--- config.mk ---
export PLATFORM = sky130hd
export DESIGN_NAME = bitonic_frame_buffer
export DESIGN_NICKNAME = d
export VERILOG_FILES = /design/src/rtl/bitonic_frame_buffer_pkg.sv /design/src/rtl/bitonic_frame_serializer.sv /design/src/rtl/bitonic_frame_buffer.sv
export SDC_FILE = /design/constraint.sdc
export NUM_CORES = 1
export LEC_CHECK = 0
export ABC_AREA = 1
export CORE_MARGIN = 1.5
export CORE_UTILIZATION = 40
export DETAILED_ROUTE_END_ITERATION = 6
export GPL_TIMING_DRIVEN = 0
export HOLD_SLACK_MARGIN = 0.1
export MAX_ROUTING_LAYER = met4
export PLACE_DENSITY = 0.65
export SLEW_MARGIN = 30
export SYNTH_ARGS = -nofsm -noshare
export SYNTH_HDL_FRONTEND = slang
export SYNTH_SLANG_ARGS = --single-unit
--- constraint.sdc ---
create_clock -name clk_i -period 3 [get_ports clk_i]
set_clock_uncertainty 0.15 [all_clocks]
set_input_delay 0.9 -clock clk_i [delete_from_list [all_inputs] [get_ports clk_i]]
set_output_delay 0.9 -clock clk_i [all_outputs]
set_load 0.05 [all_outputs]
--- src/rtl/bitonic_frame_buffer_pkg.sv ---
// Shared types and helpers for the bitonic frame buffer: FSM states,
// sort-direction encodings and the pad value that sorts behind all real keys.
package bitonic_frame_buffer_pkg;

  typedef enum logic [1:0] {
    ST_FILL   = 2'd0,
    ST_SETTLE = 2'd1,
    ST_DRAIN  = 2'd2
  } bfb_state_e;

  localparam logic DIR_ASC  = 1'b0;
  localparam logic DIR_DESC = 1'b1;

  localparam int PAD_MAXW = 64;

  // Ascending frames pad with all-ones, descending with all-zeros, so pads
  // always land after the real keys.
  function automatic logic [PAD_MAXW-1:0] pad_value(input logic dir, input int w);
    logic [PAD_MAXW-1:0] m;
    m = '0;
    for (int b = 0; b < PAD_MAXW; b++)
      if (b < w) m[b] = 1'b1;
    return (dir == DIR_ASC) ? m : '0;
  endfunction

endpackage

--- src/rtl/bitonic_frame_serializer.sv ---
// Holds the sorted vector captured from the network and streams the first
// nvalid keys out over a valid/ready handshake.
module bitonic_frame_serializer
  import bitonic_frame_buffer_pkg::*;
#(
  parameter int NUM = 16,
  parameter int W   = 16
) (
  input  logic                   clk_i,
  input  logic                   rst_n_i,
  input  logic                   load_i,
  input  logic [NUM*W-1:0]       vec_i,
  input  logic [$clog2(NUM):0]   nvalid_i,
  output logic                   out_valid_o,
  input  logic                   out_ready_i,
  output logic [W-1:0]           out_data_o,
  output logic                   out_last_o
);

  localparam int CW = $clog2(NUM);

  logic [NUM-1:0][W-1:0] vec_q;
  logic [CW-1:0]         idx_q;
  logic [CW:0]           nvalid_q;
  logic                  valid_q;
  logic                  last;

  assign last        = valid_q && ({1'b0, idx_q} == (nvalid_q - 1'b1));
  assign out_valid_o = valid_q;
  assign out_last_o  = last;
  assign out_data_o  = vec_q[idx_q];

  always_ff @(posedge clk_i or negedge rst_n_i) begin
    if (!rst_n_i) begin
      vec_q    <= '0;
      idx_q    <= '0;
      nvalid_q <= '0;
      valid_q  <= 1'b0;
    end else if (load_i) begin
      vec_q    <= vec_i;
      idx_q    <= '0;
      nvalid_q <= nvalid_i;
      valid_q  <= 1'b1;
    end else if (valid_q && out_ready_i) begin
      // Sorted slots stay put after the frame; only valid drops.
      if (last) valid_q <= 1'b0;
      else      idx_q   <= idx_q + 1'b1;
    end
  end

endmodule

--- src/rtl/bitonic_frame_buffer.sv ---
// Frame assembler around an external combinational bitonic network: fills up to
// NUM keys, pads, waits for the network to settle, then drains sorted keys.
module bitonic_frame_buffer
  import bitonic_frame_buffer_pkg::*;
#(
  parameter int NUM    = 16,
  parameter int W      = 16,
  parameter int SETTLE = 2
) (
  input  logic             clk_i,
  input  logic             rst_n_i,
  input  logic             in_valid_i,
  output logic             in_ready_o,
  input  logic [W-1:0]     in_data_i,
  input  logic             in_last_i,
  input  logic             in_dir_i,
  output logic             net_dir_o,
  output logic [NUM*W-1:0] net_in_o,
  input  logic [NUM*W-1:0] net_out_i,
  output logic             out_valid_o,
  input  logic             out_ready_i,
  output logic [W-1:0]     out_data_o,
  output logic             out_last_o,
  output logic             busy_o
);

  localparam int CW = $clog2(NUM);

  bfb_state_e            state_q;
  logic [NUM-1:0][W-1:0] slot_q;
  logic [CW:0]           count_q;
  logic [CW:0]           count_d;
  logic [CW:0]           nvalid_q;
  logic                  net_dir_q;
  logic [SETTLE:0]       vld_pipe_q;

  logic                  accept;
  logic                  close;
  logic                  eff_dir;
  logic [W-1:0]          pad_w;
  logic                  load;
  logic                  drain_done;

  assign accept  = (state_q == ST_FILL) && in_valid_i;
  assign close   = in_last_i || (count_q == (CW+1)'(NUM-1));
  assign count_d = count_q + 1'b1;
  // The closing key may also be the first one, so pad from the direction
  // being latched on this same edge.
  assign eff_dir = (count_q == '0) ? in_dir_i : net_dir_q;
  assign pad_w   = W'(pad_value(eff_dir, W));

  // Closing accept launches a token that reaches the top after SETTLE+1 edges.
  assign load       = (state_q == ST_SETTLE) && vld_pipe_q[SETTLE];
  assign drain_done = out_valid_o && out_ready_i && out_last_o;

  assign in_ready_o = (state_q == ST_FILL);
  assign busy_o     = !((state_q == ST_FILL) && (count_q == '0));
  assign net_in_o   = slot_q;
  assign net_dir_o  = net_dir_q;

  always_ff @(posedge clk_i or negedge rst_n_i) begin
    if (!rst_n_i) begin
      state_q    <= ST_FILL;
      slot_q     <= '0;
      count_q    <= '0;
      nvalid_q   <= '0;
      net_dir_q  <= DIR_ASC;
      vld_pipe_q <= '0;
    end else begin
      case (state_q)
        ST_FILL: begin
          if (accept) begin
            slot_q[count_q[CW-1:0]] <= in_data_i;
            if (count_q == '0) net_dir_q <= in_dir_i;
            if (close) begin
              for (int j = 0; j < NUM; j++)
                if (j > int'(count_q)) slot_q[j] <= pad_w;
              nvalid_q   <= count_d;
              vld_pipe_q <= (SETTLE+1)'(1);
              state_q    <= ST_SETTLE;
            end else begin
              count_q <= count_d;
            end
          end
        end
        ST_SETTLE: begin
          if (load) begin
            vld_pipe_q <= '0;
            state_q    <= ST_DRAIN;
          end else begin
            vld_pipe_q <= {vld_pipe_q[SETTLE-1:0], 1'b0};
          end
        end
        ST_DRAIN: begin
          if (drain_done) begin
            count_q <= '0;
            state_q <= ST_FILL;
          end
        end
        default: state_q <= ST_FILL;
      endcase
    end
  end

  bitonic_frame_serializer #(
    .NUM (NUM),
    .W   (W)
  ) u_ser (
    .clk_i       (clk_i),
    .rst_n_i     (rst_n_i),
    .load_i      (load),
    .vec_i       (net_out_i),
    .nvalid_i    (nvalid_q),
    .out_valid_o (out_valid_o),
    .out_ready_i (out_ready_i),
    .out_data_o  (out_data_o),
    .out_last_o  (out_last_o)
  );

endmodule

==> results.sh <==
export IMPL_dieArea_mm2=0.0657
export IMPL_min_period_over_period_pct=114
export IMPL_syn_inst=3330
export IMPL_vias=26563
export IMPL_place_ws_ns=-1.55
export IMPL_leakagePower_nw=16.5
export IMPL_rsz0062_at_grt="yes"
export IMPL_grt_overflow=0
export IMPL_cts_tree="yes"
export IMPL_start_kind="register"
export IMPL_n_fill_cell=5812
export IMPL_syn_to_final_growth_pct=39.2
export IMPL_gp_congestion=0.983
export IMPL_grt_pass1_vias=25262
export IMPL_synth_yosys_seq_area_share_pct=52.4
export IMPL_yosysMostFrequentCell="nand2_1"
export IMPL_dr_pass1_iters=6
export IMPL_cts_sinks=538
export IMPL_start_util_pct=40.6
export IMPL_synthesis_area_mm2=0.0257
export IMPL_multi_input_area_mm2=0.0110
export IMPL_violations="setup timing"
export IMPL_worst_pin_slew_ns=0.940
export IMPL_wl_per_cell_um=23.2
export IMPL_dr_first_iter_drc_count=2896
export IMPL_max_vdd_ir_drop_mv=1.03
export IMPL_min_period_ns=3.43
export IMPL_grt_max_degree=85
export IMPL_ys_top_cells_by_area="dfrtp_1, nand2_1, o21ai_0, a21oi_1, inv_1"
export IMPL_grt_pass1_wl_um=165000
export IMPL_num_rows=92
export IMPL_worst_endpoint_required_ns=1.95
export IMPL_vias_per_cell=5.47
export IMPL_fin_ws_ns=-0.428
export IMPL_clkLatencyLatePin_ns=0.64
export IMPL_synth_area_per_cell_um2=7.71
export IMPL_synth_distinct_cells=32
export IMPL_fin_total_pwr_mw=47.9
export IMPL_regArea_mm2=0.0135
export IMPL_critPathKind="register to output pin"
export IMPL_worst_hold_slack_ns=0.316
export IMPL_drive_gt1_share_pct=10.7
export IMPL_synth_seq_cells=538
export IMPL_cts_made_buffers=59
export IMPL_synth_common_cells="nand2_1, o21ai_0, dfrtp_1"
export IMPL_yosys_most_used_dff="dfrtp_1"
export IMPL_dpl_hpwl_um=82100
export IMPL_clock_root_buffer="clkbuf_16"
export IMPL_grt_antenna_before_repair=11
export IMPL_io_buffers=539
export IMPL_yosys_warnings=0
export IMPL_die_y_um=256
export IMPL_ctsLongestPathBuffers=3
export IMPL_fmax_ghz=0.292
export IMPL_synthArstFlopShare_pct=100
export IMPL_boundaryPins=555
export IMPL_power_density_mw_per_mm2=1340
export IMPL_setup_violations=17
export IMPL_synth_top_area_share_pct=52.4
export IMPL_h_tree_depth=2
export IMPL_end_kind="output pin"
export IMPL_holdCritPathClass="register to register"
export IMPL_slew_headroom_pct=37.3
export IMPL_synth_area_leader_cell="dfrtp_1"
export IMPL_cts_clk_slew_worst_paths_ns=0.07
export IMPL_synth_edf_count=0
export IMPL_finalHoldViolCount=0
export IMPL_drcViolationCount=0
export IMPL_ant_nets=0
export IMPL_core_area_mm2=0.0633
export IMPL_fin_util_pct=56.5
export IMPL_status="finished with violations"
export IMPL_final_nets=4233
export IMPL_cp_max_fo=7
export IMPL_cap_violations=0
export IMPL_grt_util_all_layers_pct=34.4
export IMPL_wirelength_um=113000
export IMPL_syn_nets=3614
export IMPL_die_x_um=256
export IMPL_finalMaxSlewViolations=0
export IMPL_critPathArrivalTime_ns=2.38
==> state kept, by name, summed over array words and instances, names as in the netlist <==
signal             flops
vld_pipe_q             3
nvalid_q               5
count_q                5
u_ser.nvalid_q         5
u_ser.out_valid_o      1
u_ser.idx_q            4
net_dir_o              1
u_ser.vec_q          256
net_in_o             256
state_q                2
==> worst paths after layout <==
kind                                              start  slack, ns  depth (start not counted)                            to
hold / removal             u_ser.vec_q[186]$_DFFE_PN0P_       0.32                          2  u_ser.vec_q[186]$_DFFE_PN0P_
setup / recovery             u_ser.idx_q[0]$_DFFE_PN0P_      -0.43                          9                out_data_o[13]
hold reg to reg            u_ser.vec_q[186]$_DFFE_PN0P_       0.32                          2  u_ser.vec_q[186]$_DFFE_PN0P_
max in group asynchronous                       rst_n_i       0.31                          6     net_in_o[200]$_DFFE_PN0P_
min in group asynchronous                       rst_n_i       0.62                          2  u_ser.vec_q[214]$_DFFE_PN0P_
setup reg to reg                 state_q[1]$_DFFE_PN0P_       0.17                          7     net_in_o[121]$_DFFE_PN0P_
==> report_power, final <==
group / internal (mW) / switching, mW
logic: 8.75 / 18.5
clock network: 4.42 / 3.17
registers: 10.8 / 2.18
==> cell families (layout without fill, tap and decap cells) <==
| group | count (synthesis) | count (layout) | synth area share [%] |
|---|---|---|---|
| compound gates | 931 | 931 | 18.8 |
| xor+xnor | 4 | 4 | 0.136 |
| fa+ha+maj | 6 | 6 | 0.292 |
| buf+inv | 490 | 1159 | 7.47 |
| flops | 538 | 538 | 52.4 |
| other cells | 0 | 12 | 0 |
| simple gates | 1361 | 1361 | 20.9 |
==> layout make-up <==
cell class                 count  share of cell area, %
clock buffer                  90                   5.08
sequential                   538                   37.7
antenna                       12                 0.0840
clock inverter                21                  0.595
inverter                     256                   2.72
buffer                       233                   3.92
tap                          846                   2.96
timing repair buffer         559                   16.3
multi-input combinational   2302                   30.7
==> routing by layer <==
metal	part of all wire (%)	track usage, %	up-vias
met5	0	-	-
met2	45	51.9	1416
met4	6.1	18.4	0
met3	9.7	7.29	319
li1	-	-	12068
met1	39	43.5	12760
==> cells in the final DEF, fill, tap and decap left out, drive strengths merged, types with 3 or more instances in the layout <==
cell              n
o22ai            16
clkinv           15
buf             116
bufinv            3
diode            12
clkinvlp          5
o21ai           664
nor2             88
ha                6
a31oi            32
dfrtp           538
inv             254
o221ai           16
a21oi           202
nand2          1134
nand3           133
clkdlybuf4s50   515
xor2              4
clkbuf          244
==> repair_timing <==
| action | CTS | global route |
|---|---|---|
| endpoints found under the hold margin | 47 | 0 |
| hold buffers | 1 | 0 |
| cloned | 4 | 1 |
| setup buffers | 3 | 4 |
| endpoints found under the setup margin | 26 | 91 |
| pin swaps | 48 | 48 |
| gates resized for setup | 395 | 179 |
==> worst max-delay path, stage by stage, from the launching register on <==
cell       delay [ns]
dfrtp_2          0.49
clkbuf_16        0.20
clkbuf_16        0.17
clkbuf_16        0.17
a21oi_2          0.12
o21ai_1          0.07
nand3_1          0.10
nand3_1          0.10
nand2_2          0.15
buf_8            0.17
==> stage by stage <==
step	area, um^2	TNS, ns	instances
2_1_floorplan	25700	0	3330
3_3_place_gp	32100	-	4715
3_5_place_dp	32300	-71.48	4722
4_1_cts	35200	-6.42	4840
5_1_grt	35700	-6.32	4856
6_report	35700	-5.91	4857
Note: power is estimated with default switching activity, not from simulation.
